## config.mk

```make
export PLATFORM = sky130hd
export DESIGN_NAME = conv2d_param_loader
export DESIGN_NICKNAME = d
export VERILOG_FILES = /design/src/rtl/conv2d_param_loader.sv
export SDC_FILE = /design/constraint.sdc
export NUM_CORES = 1
export LEC_CHECK = 0
export BUFFER_PORTS_ARGS = -buffer_cell sky130_fd_sc_hd__buf_2
export CAP_MARGIN = 20
export CORE_AREA = 2 2 222 224
export CTS_CLUSTER_DIAMETER = 150
export DETAILED_ROUTE_END_ITERATION = 16
export DIE_AREA = 0 0 224 226
export SLEW_MARGIN = 25
export SYNTH_ARGS = -nofsm -noshare
export SYNTH_HDL_FRONTEND = slang
export SYNTH_SLANG_ARGS = --single-unit
```

## constraint.sdc

```tcl
create_clock -name clk_i -period 2.5 [get_ports clk_i]
set_clock_uncertainty 0.2 [all_clocks]
set_input_delay 0.125 -clock clk_i [delete_from_list [all_inputs] [get_ports clk_i]]
set_output_delay 0.125 -clock clk_i [all_outputs]
set_load 0.02 [all_outputs]
```

## src/rtl/conv2d_param_loader.sv

```systemverilog
// conv2d_param_loader: restartable loader for one Conv2D layer's params.
// Ports: clk_i/rst_ni; start_i, busy_o, done_o, params_vld_o control;
// w_rd_*/p_rd_* drive 1-cycle-latency ROMs; kw_* is the weight stream
// (valid/ready); bias_o/m0_o/b_o/n_o per channel, z3_o layer zero point.
module conv2d_param_loader #(
  parameter int F_IN_D      = 1,
  parameter int F_OUT_D     = 4,
  parameter int KERNEL_SIZE = 3,
  parameter int W_RES       = 8,
  parameter int B_RES       = 32,
  parameter int N_RES       = 5,
  parameter int W_ADDRW     = 12,
  parameter int P_ADDRW     = 8
) (
  input  logic                   clk_i,
  input  logic                   rst_ni,
  input  logic                   start_i,
  output logic                   busy_o,
  output logic                   done_o,
  output logic                   params_vld_o,
  output logic                   w_rd_en_o,
  output logic [W_ADDRW-1:0]     w_rd_addr_o,
  input  logic [W_RES-1:0]       w_rd_data_i,
  output logic                   p_rd_en_o,
  output logic [P_ADDRW-1:0]     p_rd_addr_o,
  input  logic [B_RES-1:0]       bias_i,
  input  logic [B_RES-1:0]       m0_i,
  input  logic [B_RES-1:0]       b_i,
  input  logic [N_RES-1:0]       n_i,
  input  logic [W_RES-1:0]       z3_i,
  output logic                   kw_valid_o,
  input  logic                   kw_ready_i,
  output logic [W_RES-1:0]       kw_data_o,
  output logic [$clog2(KERNEL_SIZE*KERNEL_SIZE)-1:0] kw_tap_o,
  output logic [$clog2(F_IN_D):0]  kw_ich_o,
  output logic [$clog2(F_OUT_D):0] kw_och_o,
  output logic                   kw_last_o,
  output logic [B_RES-1:0]       bias_o [F_OUT_D],
  output logic [B_RES-1:0]       m0_o   [F_OUT_D],
  output logic [B_RES-1:0]       b_o    [F_OUT_D],
  output logic [N_RES-1:0]       n_o    [F_OUT_D],
  output logic [W_RES-1:0]       z3_o
);

  localparam int KK    = KERNEL_SIZE * KERNEL_SIZE;
  localparam int TAP_W = $clog2(KK);
  localparam int ICH_W = $clog2(F_IN_D) + 1;
  localparam int OCH_W = $clog2(F_OUT_D) + 1;

  localparam logic [1:0] S_IDLE   = 2'd0;
  localparam logic [1:0] S_LOAD_W = 2'd1;
  localparam logic [1:0] S_LOAD_P = 2'd2;
  localparam logic [1:0] S_DONE   = 2'd3;

  typedef struct packed {
    logic             last;
    logic [OCH_W-1:0] och;
    logic [ICH_W-1:0] ich;
    logic [TAP_W-1:0] tap;
  } meta_t;

  typedef struct packed {
    meta_t            meta;
    logic [W_RES-1:0] data;
  } beat_t;

  logic [1:0]       state_q, state_d;
  logic [TAP_W-1:0] tap_q, tap_d;
  logic [ICH_W-1:0] ich_q, ich_d;
  logic [OCH_W-1:0] och_q, och_d;
  logic             all_q, all_d;
  logic             pend_q, pend_d;
  meta_t            pmeta_q, pmeta_d;
  beat_t            fifo_q [2];
  beat_t            fifo_d [2];
  logic             wp_q, wp_d;
  logic             rp_q, rp_d;
  logic [1:0]       cnt_q, cnt_d;
  logic [OCH_W-1:0] pidx_q, pidx_d;
  logic [OCH_W-1:0] pcap_q, pcap_d;
  logic             ppend_q, ppend_d;
  logic [B_RES-1:0] bias_q [F_OUT_D];
  logic [B_RES-1:0] bias_d [F_OUT_D];
  logic [B_RES-1:0] m0_q   [F_OUT_D];
  logic [B_RES-1:0] m0_d   [F_OUT_D];
  logic [B_RES-1:0] b_q    [F_OUT_D];
  logic [B_RES-1:0] b_d    [F_OUT_D];
  logic [N_RES-1:0] n_q    [F_OUT_D];
  logic [N_RES-1:0] n_d    [F_OUT_D];
  logic [W_RES-1:0] z3_q, z3_d;
  logic             done_q, done_d;
  logic             vld_q, vld_d;

  logic             w_iss, last_iss, p_iss;
  logic             kv, acc, push, pop, cap_last;
  beat_t            in_beat, head;
  logic [W_ADDRW-1:0] addr;

  // The returning ROM word is offered directly when the FIFO is empty,
  // so a fresh read reaches the core without an extra register stage.
  always_comb begin
    in_beat.meta = pmeta_q;
    in_beat.data = w_rd_data_i;
    head     = (cnt_q != 2'd0) ? fifo_q[rp_q] : in_beat;
    kv       = (cnt_q != 2'd0) || pend_q;
    acc      = kv && kw_ready_i;
    pop      = acc && (cnt_q != 2'd0);
    push     = pend_q && !(acc && (cnt_q == 2'd0));
    last_iss = (tap_q == TAP_W'(KK-1))
            && (ich_q == ICH_W'(F_IN_D-1))
            && (och_q == OCH_W'(F_OUT_D-1));
    w_iss    = (state_q == S_LOAD_W) && !all_q
            && ((cnt_q + {1'b0, pend_q}) < 2'd2);
    p_iss    = (state_q == S_LOAD_P)
            && (pidx_q < OCH_W'(F_OUT_D));
    cap_last = ppend_q && (pcap_q == OCH_W'(F_OUT_D-1));
    addr     = W_ADDRW'(och_q) * W_ADDRW'(KK*F_IN_D)
             + W_ADDRW'(tap_q) * W_ADDRW'(F_IN_D)
             + W_ADDRW'(ich_q);
  end

  always_comb begin
    state_d = state_q;
    tap_d   = tap_q;
    ich_d   = ich_q;
    och_d   = och_q;
    all_d   = all_q;
    pend_d  = w_iss;
    pmeta_d = pmeta_q;
    fifo_d  = fifo_q;
    wp_d    = wp_q ^ push;
    rp_d    = rp_q ^ pop;
    cnt_d   = cnt_q + {1'b0, push} - {1'b0, pop};
    pidx_d  = pidx_q;
    ppend_d = p_iss;
    pcap_d  = pidx_q;
    bias_d  = bias_q;
    m0_d    = m0_q;
    b_d     = b_q;
    n_d     = n_q;
    z3_d    = z3_q;
    done_d  = 1'b0;
    vld_d   = vld_q;
    if (push) fifo_d[wp_q] = in_beat;
    if (w_iss) begin
      pmeta_d.last = last_iss;
      pmeta_d.och  = och_q;
      pmeta_d.ich  = ich_q;
      pmeta_d.tap  = tap_q;
      tap_d = tap_q + 1'b1;
      if (tap_q == TAP_W'(KK-1)) begin
        tap_d = '0;
        ich_d = ich_q + 1'b1;
        if (ich_q == ICH_W'(F_IN_D-1)) begin
          ich_d = '0;
          och_d = och_q + 1'b1;
          if (och_q == OCH_W'(F_OUT_D-1)) och_d = '0;
        end
      end
      if (last_iss) all_d = 1'b1;
    end
    if (p_iss) pidx_d = pidx_q + 1'b1;
    for (int c = 0; c < F_OUT_D; c++) begin
      if (ppend_q && (pcap_q == OCH_W'(c))) begin
        bias_d[c] = bias_i;
        m0_d[c]   = m0_i;
        b_d[c]    = b_i;
        n_d[c]    = n_i;
      end
    end
    if (ppend_q && (pcap_q == '0)) z3_d = z3_i;
    unique case (state_q)
      S_IDLE, S_DONE: begin
        if (start_i) begin
          state_d = S_LOAD_W;
          tap_d   = '0;
          ich_d   = '0;
          och_d   = '0;
          all_d   = 1'b0;
          pidx_d  = '0;
          vld_d   = 1'b0;
        end
      end
      S_LOAD_W: begin
        if (acc && head.meta.last) state_d = S_LOAD_P;
      end
      S_LOAD_P: begin
        if (cap_last) begin
          state_d = S_DONE;
          done_d  = 1'b1;
          vld_d   = 1'b1;
        end
      end
      default: state_d = S_IDLE;
    endcase
  end

  always_ff @(posedge clk_i or negedge rst_ni) begin
    if (!rst_ni) begin
      state_q <= S_IDLE;
      tap_q   <= '0;
      ich_q   <= '0;
      och_q   <= '0;
      all_q   <= 1'b0;
      pend_q  <= 1'b0;
      pmeta_q <= '0;
      fifo_q[0] <= '0;
      fifo_q[1] <= '0;
      wp_q    <= 1'b0;
      rp_q    <= 1'b0;
      cnt_q   <= '0;
      pidx_q  <= '0;
      pcap_q  <= '0;
      ppend_q <= 1'b0;
      for (int c = 0; c < F_OUT_D; c++) begin
        bias_q[c] <= '0;
        m0_q[c]   <= '0;
        b_q[c]    <= '0;
        n_q[c]    <= '0;
      end
      z3_q    <= '0;
      done_q  <= 1'b0;
      vld_q   <= 1'b0;
    end else begin
      state_q <= state_d;
      tap_q   <= tap_d;
      ich_q   <= ich_d;
      och_q   <= och_d;
      all_q   <= all_d;
      pend_q  <= pend_d;
      pmeta_q <= pmeta_d;
      fifo_q  <= fifo_d;
      wp_q    <= wp_d;
      rp_q    <= rp_d;
      cnt_q   <= cnt_d;
      pidx_q  <= pidx_d;
      pcap_q  <= pcap_d;
      ppend_q <= ppend_d;
      bias_q  <= bias_d;
      m0_q    <= m0_d;
      b_q     <= b_d;
      n_q     <= n_d;
      z3_q    <= z3_d;
      done_q  <= done_d;
      vld_q   <= vld_d;
    end
  end

  assign busy_o       = (state_q == S_LOAD_W) || (state_q == S_LOAD_P);
  assign done_o       = done_q;
  assign params_vld_o = vld_q;
  assign w_rd_en_o    = w_iss;
  assign w_rd_addr_o  = w_iss ? addr : '0;
  assign p_rd_en_o    = p_iss;
  assign p_rd_addr_o  = p_iss ? P_ADDRW'(pidx_q) : '0;
  // Payload is forced to zero whenever no beat is offered.
  assign kw_valid_o   = kv;
  assign kw_data_o    = kv ? head.data : '0;
  assign kw_tap_o     = kv ? head.meta.tap : '0;
  assign kw_ich_o     = kv ? head.meta.ich : '0;
  assign kw_och_o     = kv ? head.meta.och : '0;
  assign kw_last_o    = kv && head.meta.last;
  assign bias_o       = bias_q;
  assign m0_o         = m0_q;
  assign b_o          = b_q;
  assign n_o          = n_q;
  assign z3_o         = z3_q;

endmodule

```

# After elaboration in Yosys (flattened, before gate mapping)

Cells that the tools add are included.

Register bits after elaboration: 480
Bits in latches: 0
Bits in writable memories: 0
ROM bits: 0
Input port bits: 121
Output and inout port bits: 455
Word-level logic and storage cells: 148
Memories kept: 0

Add/sub/neg operators: 9
Multipliers: 1
Div/mod/pow operators: 0
$lt $le $gt $ge: 5
Equality and inequality tests: 11
Shift operators: 0
Muxes and demuxes: 44
Bitwise operators: 5
Reductions and logical operators: 28

Operators with widths:

| kind                                              | count |
|---|---|
| 2-to-1 mux 17 bit                                 | 5 |
| bitwise mux 34 bit                                | 1 |
| 2-to-1 mux 3 bit                                  | 11 |
| 2-to-1 mux 4 bit                                  | 5 |
| demux 17 bit (select 1 bit)                       | 1 |
| logical AND 1 bit                                 | 16 |
| 2-to-1 mux 1 bit                                  | 14 |
| adder 8 x 1 -> 9 bit                              | 1 |
| == test 3 x 2 -> 1 bit (second input constant)    | 3 |
| 2-to-1 mux 9 bit                                  | 1 |
| adder 7 x 4 -> 8 bit                              | 1 |
| 2-to-1 mux 8 bit                                  | 1 |
| multiplier 3 x 4 -> 7 bit (second input constant) | 1 |
| adder 3 x 1 -> 3 bit (second input constant)      | 2 |
| 2-to-1 mux 2 bit                                  | 3 |
| != test 2 bit (second input constant)             | 3 |
| one-hot mux 2 bit (3 select lines)                | 1 |
| AND reduction 3 bit                               | 2 |
| adder 2 x 1 -> 2 bit                              | 2 |
| adder 4 x 1 -> 4 bit (second input constant)      | 1 |
| == test 2 bit (second input constant)             | 2 |
| == test 4 bit (second input constant)             | 1 |
| >= comparator 2 bit (second input constant)       | 2 |
| logical NOT 2 bit                                 | 2 |
| other kinds (16)                                  | 21 |

# Logic depth before layout (Yosys ltp)

Gate-level depths: netlist (run 1).

Word-level depth: 8
Gate-level depth with buffers: 9
Mapped depth without buffers: 9

# Worst setup path before layout (run 1)

OpenSTA, ideal clock, no wires.

Kind: register to output
Start point: register tap_q[0]
End point: output w_rd_addr_o[5]
Arrival: 2136 ps
Required time: 2175 ps
Slack: 39 ps
Cell stages (with the launch flop): 8
Path buffers: 0
Cells stage by stage: dfrtp_1 -> fa_1 -> ha_1 -> fa_1 -> a21o_1 -> a21oi_1 -> xnor2_1 -> nor2_1

Longest elaborated chain between the ends: 3

RTL lines:

| what                     | RTL line | text |
|---|---|---|
| start: declaration       | 68       | `logic [TAP_W-1:0] tap_q, tap_d;` |
| start signal: assignment | 226      | `tap_q <= tap_d;` |
| adder 7 x 4 -> 8 bit     | 118      | `+ W_ADDRW'(tap_q) * W_ADDRW'(F_IN_D)` |
| adder 8 x 1 -> 9 bit     | 119      | `+ W_ADDRW'(ich_q);` |
| 2-to-1 mux 9 bit         | 253      | `assign w_rd_addr_o = w_iss ? addr : '0;` |
| end: declaration         | 22       | `output logic [W_ADDRW-1:0] w_rd_addr_o,` |

No other way between the ends.

# Worst setup path after layout (run 1)

Start point: register tap_q[0]
End point: output w_rd_addr_o[6]

The elaborated chain is that of the path after synthesis.

==> results of run 1 <==
==> worst max-delay path, cell delays in order (launching register included) <==
cell     delay (ps)
dfrtp_1         400
fa_2            410
ha_4            170
buf_4           120
buf_4           120
a21o_1          200
a21oi_4         140
nor2b_1          60
o211a_1         210
buf_6           130
==> routing by layer <==
metal | vias to the layer above | wire (um)
met1 | 6706 | 22600
met5 | - | 0
met4 | 0 | 1970
met2 | 424 | 26900
met3 | 103 | 3760
li1 | 6134 | -
==> stage by stage <==
step,instances,instance area (sq um)
finish,2771,25600
CTS,2768,25500
global route,2771,25600
floorplan,1404,18900
global placement,2553,22500
detailed placement,2553,22500
==> flip-flops by register name, summed over array words and instances (netlist names), 4 cells and up <==
| register | flops |
|---|---|
| in_beat | 9 |
| fifo_q | 34 |
| m0_o | 128 |
| b_o | 128 |
| z3_o | 8 |
| n_o | 20 |
| bias_o | 128 |
| tap_q | 4 |
==> final timing paths <==
check | from | to | slack [ps]
setup / recovery | tap_q[0] | w_rd_addr_o[6] | -380
hold / removal | rst_ni | m0_o[38] | 70
setup reg to reg | cnt_q[1] | fifo_q[22] | 240
hold reg to reg | pcap_d[0] | pcap_q[0] | 230
max in group asynchronous | rst_ni | b_o[118] | 1560
min in group clk_i | z3_i[7] | z3_o[7] | 100
==> cells by family after synthesis <==
kind of cell,share of synthesized area
xor gates and xnor gates,0.00417
adders and majority gates,0.0140
AOI/OAI and AO/OA,0.0171
buffers and inverters,0.0318
muxes,0.216
other,0.000199
and+or+nand+nor,0.0810
DFF,0.636
==> power breakdown <==
group	switching (uW)	internal [uW]	leakage, uW	total [uW]
clock network	3130	4490	0.000857	7620
logic	7160	4440	0.00644	11600
registers	1430	10600	0.00587	12000
==> repair_timing <==
item	in CTS	in global routing
resized for setup	12	11
hold buffers	121	0
endpoints found under the setup margin	8	9
gates cloned	0	0
pin swaps	5	5
buffers inserted	3	4
hold endpoints to repair	903	0
==> placed cells by master (no fill, tap or decap), types with 6 or more instances in the layout <==
cell type,netlist,routed
clkbuf_16,0,51
conb_1,1,11
clkbuf_8,0,14
clkbuf_1,14,7
and2_1,7,6
nand2_1,325,325
clkinv_2,0,11
buf_12,0,15
buf_2,21,559
buf_4,33,35
dlygate4sd3_1,0,120
nand3_1,16,16
inv_1,14,14
mux2_2,224,224
mux2_1,121,121
dfrtp_1,480,480
nor2_1,13,12
mux2i_1,19,19
ha_1,18,14
o21ai_0,23,23
==> final cells by class <==
cell class                 count  area, sq um
clock buffer                  72         1500
clock inverter                19          218
fill                        4241        22700
inverter                      15         58.8
multi-input combinational    829         6410
sequential                   480        12000
tap                          622          778
timing repair buffer         734         4640
==> summary.md, run 1 <==
| Metric | Value |
|---|---|
| Status | finished, violations left |
| Failing checks | negative setup slack |
| Top_reg_cell synth | dfrtp_1 |
| Fin. Hold Viols | 0 |
| Fin. max-slew vios | 0 |
| Cell variety after synth | 50 |
| Iteration-0 DRC Markers | around 670 |
| Met2 usage | 0.363 |
| DR pass1 iterations | 5 |
| ANT nets after route | 0 |
| Post-Syn Area | about 0.019 sq mm |
| DP Wirelength | 38,600 um |
| Most common cell in the netlist | dfrtp_1 |
| Die Ht | between 200 and 250 um |
| Antenna violations before repair | 0 |
| WP data required | 2170 ps |
| # setup viols final | 5 |
| Post-route setup TNS | -1590 ps |
| Setup ws final | -379 ps |
| Syn_area_per_cell | about 14 sq um |
| Max Fclk | 347 MHz |
| Peak supply drop | 0.000851 V |
| DRC violation count after routing | 0 |
| CP Max Fanout | 2 |
| Slew HR | 0.389 |
| Top Usage Layer GRT | met2 |
| HP Class | primary input to asynchronous set/reset pin |
| Synth top area share | 0.636 |
| Minimum hold slack | 65.3 ps |
| Top cells by area, synth | dfrtp_1 (64%), mux2_2 (13%), mux2_1 (7.2%) |
| Syn. warnings | 0 |
| Critical path endpoint category | output pin |
| Vias/cell | ~4.8 |
| Diode count | 0 |
| Sequential share of the synthesized area | 0.636 |
| # IOs | 576 |
| CTS max path bufs | 3 |
| Clk root buf | clkbuf_16 |
| Layout net count | 2,252 |
| RePlAce Congestion | 0.853 |
| Largest net degree at the start of global routing | 78 |
| CORE AREA | 0.0483 sq mm |
| Arrival @ worst endpoint | 2550 ps |
| Gr ovfl total | 0 |
| Reg2Reg Depth | 5 |
| Nature of the critical path startpoint | register |
| H-tree levels | 2 |
| Finished Core Util | 0.530 |
| Pre-CTS setup slack | approximately 6.7 ps |
| P per Cell Area | roughly 1200 mW/mm^2 |
| RSZ-0062 raised after global routing | true |
| CTS tree | built |
| I/O Buffers | 564 |
| Area Overhead vs Synth | 35.6% |
| Leakage | 0.0132 uW |
| Clk Latency, worst-skew pair | 580 ps |
| Final wirelength | roughly 55,000 um |
| Routing usage on met3 | 0.0587 |
| Routed vias | about 13,000 |
| Share of layout cells above drive strength 1 | 0.440 |
| Global-route wire length before repair | roughly 84,000 um |
| Post-synthesis async set-or-reset flop share | 1.00 |
| TritonCTS buffer count | 51 |
| GRT Total Usage | 0.215 |
| Post-synth top cells | dfrtp_1 (480), nand2_1 (325), mux2_2 (224) |
| Std cell rows | 81 |
| Worst Tran Pin Value | 917 ps |
| Met1 Resource Use GR | 0.265 |
| Yosys top cell by area | dfrtp_1 |
| Die area | 0.0506 sq mm |
| Power Total | roughly 31,000 uW |
| Crit share post-route | 1.15 |
| Post-synthesis register bit count | 480 |
| Die width | 224 um |
| Routed len/inst | approximately 20 um |
| Vias in the first global route | 13,962 |
| Initial Util | 0.391 |
| Number of clock sinks | 480 |
| Max Cap Viol | 0 |
| Worst-path clk slew | 60 ps |
| Post-synth EDFFs | 0 |
| Crit Path Class | register to output pin |
| Tmin final | 2880 ps |
| Synthesized instance count | 1,394 |
Note: power is estimated with default switching activity, not from simulation.
==> run 2: changes to the inputs <==
Settings changed: CTS_BUF_LIST set to sky130_fd_sc_hd__clkbuf_4 sky130_fd_sc_hd__clkbuf_8.
==> run 2 against run 1 <==
  * The flow still finishes with violations (negative setup slack)
  * Hold slack worse by 12 ps
  * Final cell count up 2.6%
  * Sequential share of layout area down 0.32 points
  * Fmax down 3.2%
  * Clock-buffer cell count up 53
  * Utilization up 0.38 points
  * Register-to-register slack better by 80 ps
  * Cell area up 0.71%
  * Largest power group unchanged
==> summary.md, run 2 (synthesis results as in run 1) <==
| Metric | Value |
|---|---|
| Worst Tran Pin Value | 875 ps (was 917 ps) |
| Crit Reg-Reg Endpoint | fifo_q[20] (was fifo_q[22]) |
| Max Cap Viol | 0 (unchanged) |
| Die width | 224 um (unchanged) |
| Iteration-0 DRC Markers | 681 (was 665) |
| Peak supply drop | 0.000670 V (was 0.000851 V) |
| Crit path largest cell delay | 410 ps (about the same) |
| Leakage | 0.0133 uW (was 0.0132 uW) |
| Layout net count | 2,308 (was 2,252) |
| Initial Util | 0.391 (unchanged) |
| DP Wirelength | 38,600 um (unchanged) |
| Share of layout cells above drive strength 1 | 0.451 (was 0.440) |
| CORE AREA | 0.0483 sq mm (unchanged) |
| ANT nets after route | 0 (unchanged) |
| Area Overhead vs Synth | 36.6% (was 35.6%) |
| Critical path endpoint category | output pin (unchanged) |
| Top Usage Layer GRT | met2 (unchanged) |
| Routed vias | 13,654 (was 13,367) |
| CTS tree | built (unchanged) |
| Final wirelength | 56,100 um (was 55,200 um) |
| Fin. max-slew vios | 0 (unchanged) |
| H-tree levels | 3 (was 2) |
| RSZ-0062 raised after global routing | true (unchanged) |
| Die Ht | 226 um (unchanged) |
| Routed len/inst | 19.7 um (was 19.9 um) |
| Critical R2R Launch | cnt_q[1] (unchanged) |
| Finished Core Util | 0.534 (was 0.530) |
| Worst Hold Depth | 4 |
| Final Non-Filler Cells | 2,842 (was 2,771) |
| Number of clock sinks | 480 (unchanged) |
| Crit path buffers/inverters | 1 (was 3) |
| Met2 usage | 0.361 (was 0.363) |
| DRC violation count after routing | 0 (unchanged) |
| Cell repeated most along the worst path | fa_2 (was buf_4) |
| Post-route setup TNS | -1900 ps (was -1590 ps) |
| Gr ovfl total | 0 (unchanged) |
| DR pass1 iterations | 5 (unchanged) |
| WP data required | 2170 ps (about the same) |
| Crit Path Class | register to output pin (unchanged) |
| Largest net degree at the start of global routing | 78 (unchanged) |
| Max Fclk | 336 MHz (was 347 MHz) |
| P per Cell Area | 1190 mW/mm^2 (was 1220 mW/mm^2) |
| HP Class | primary input to register (was primary input to asynchronous set/reset pin) |
| Hold worst-path end | bias_o[29] |
| Slowest cell on the critical path | fa_2 (unchanged) |
| Reg2Reg Depth | 5 (unchanged) |
| # IOs | 576 (unchanged) |
| Std cell rows | 81 (unchanged) |
| CTS max path bufs | 3 (unchanged) |
| Worst-path clk slew | 60 ps (about the same) |
| Antenna violations before repair | 0 (unchanged) |
| GRT Total Usage | 0.220 (was 0.215) |
| Arrival @ worst endpoint | 2650 ps (was 2550 ps) |
| RePlAce Congestion | 0.853 (unchanged) |
| Crit-path leading delay family | adder cells (unchanged) |
| Status | finished, violations left (unchanged) |
| Slew HR | 0.417 (was 0.389) |
| Failing checks | negative setup slack (unchanged) |
| Clk root buf | clkbuf_8 (was clkbuf_16) |
| CP Max Fanout | 2 (unchanged) |
| Flop-to-flop setup slack | 320 ps (was 240 ps) |
| Fin. Hold Viols | 0 (unchanged) |
| Vias in the first global route | 14,424 (was 13,962) |
| TritonCTS buffer count | 82 (was 51) |
| Crit share post-route | 1.19 (was 1.15) |
| Crit-path cells | fa_2 > ha_4 > fa_2 > a21o_1 > a21oi_2 > xnor2_1 > nor2_1 > buf_4 (was fa_2 > ha_4 > buf_4 > buf_4 > a21o_1 > a21oi_4 > nor2b_1 > o211a_1 > buf_6) |
| Routing usage on met3 | 0.0622 (was 0.0587) |
| # setup viols final | 5 (unchanged) |
| Clk Latency, worst-skew pair | 640 ps (was 580 ps) |
| Placed cell count | 2,553 (unchanged) |
| I/O Buffers | 564 (unchanged) |
| Hold_sp | bias_i[29] |
| Setup ws final | -473 ps (was -379 ps) |
| Vias/cell | 4.80 (was 4.82) |
| Diode count | 0 (unchanged) |
| Tmin final | 2970 ps (was 2880 ps) |
| Commonest non-fill, non-tap cell in the layout | buf_2 (unchanged) |
| Global-route wire length before repair | 85,300 um (was 84,000 um) |
| Power Total | 30,800 uW (was 31,200 uW) |
| Met1 Resource Use GR | 0.267 (was 0.265) |
| Commonest cells after routing, fill and taps aside | buf_2 (559), dfrtp_1 (478), nand2_1 (325) (was buf_2 (559), dfrtp_1 (480), nand2_1 (325)) |
| Die area | 0.0506 sq mm (unchanged) |
| Nature of the critical path startpoint | register (unchanged) |
## run 2: cell count changes in the layout (fill, tap and decap cells not counted), moves of 2 or more
cell	change
clkinv_8	-2
clkbuf_16	-51
clkbuf_8	+83
clkinvlp_4	+4
dfrtp_1	-2
bufinv_16	-2
clkinv_2	-4
dfrtp_2	+2
clkbuf_4	+28
clkbuf_1	-7
dlygate4sd3_1	+24
## run 2: how the worst max path moves through the flow
| stage | from | to | slack, ps | cells after the start |
|---|---|---|---|---|
| after floorplan | tap_q[0] | w_rd_addr_o[5] | 40 | 7 |
| after global placement | tap_q[0] | w_rd_addr_o[5] | 20 | 8 |
| after detailed placement | tap_q[0] | w_rd_addr_o[5] | 7 | 8 |
| after CTS | och_q[0] | w_rd_addr_o[5] | -530 | 8 |
| after global routing | tap_q[0] | w_rd_addr_o[5] | -600 | 8 |
| final | tap_q[0] | w_rd_addr_o[5] | -470 | 8 |
## run 2: metrics by stage
| step | worst slack (ps) | hold slack [ps] | instance area (sq um) |
|---|---|---|---|
| detailed placement | 6.65 | -79.4 | 22500 |
| global route | -598 | 39.6 | 25800 |
| floorplan | 38.7 | -371 | 18900 |
| finish | -473 | 53.0 | 25800 |
| global placement | 19.9 | -82.9 | 22500 |
| CTS | -532 | 1.09 | 25700 |
## run 2: what timing repair did
item,CTS,global route
buffers inserted,5,3
hold buffers,145,0
endpoints found under the setup margin,9,13
pin swaps,6,5
resized for setup,15,12
endpoints found under the hold margin,927,0
## run 2: worst register-to-register path: stages, from the launching register on
cell     delay [ps]
dfrtp_2         420
nor2_2           70
nand2_1          60
and2_1          160
ha_1            740
mux2_2          420
## run 2: routing by layer
metal	part of all wire	wire length, um
met5	0	0
met4	0.041	2300
met3	0.071	3960
met2	0.48	27100
met1	0.40	22700
## run 2: cell type report
type                    instances  area [sq um]
clock buffers                 125          1550
clock inverters                12          95.1
fillers                      4248         22500
inverters                      15          61.3
multi-input cells             829          6410
flip-flops and latches        480         12000
well taps                     622           778
repair buffers                759          4890
## run 2: power by group
part	internal, uW	switching, uW
Clock	4010	3100
Combinational	4480	7190
Sequential	10600	1430
Total	19100	11700
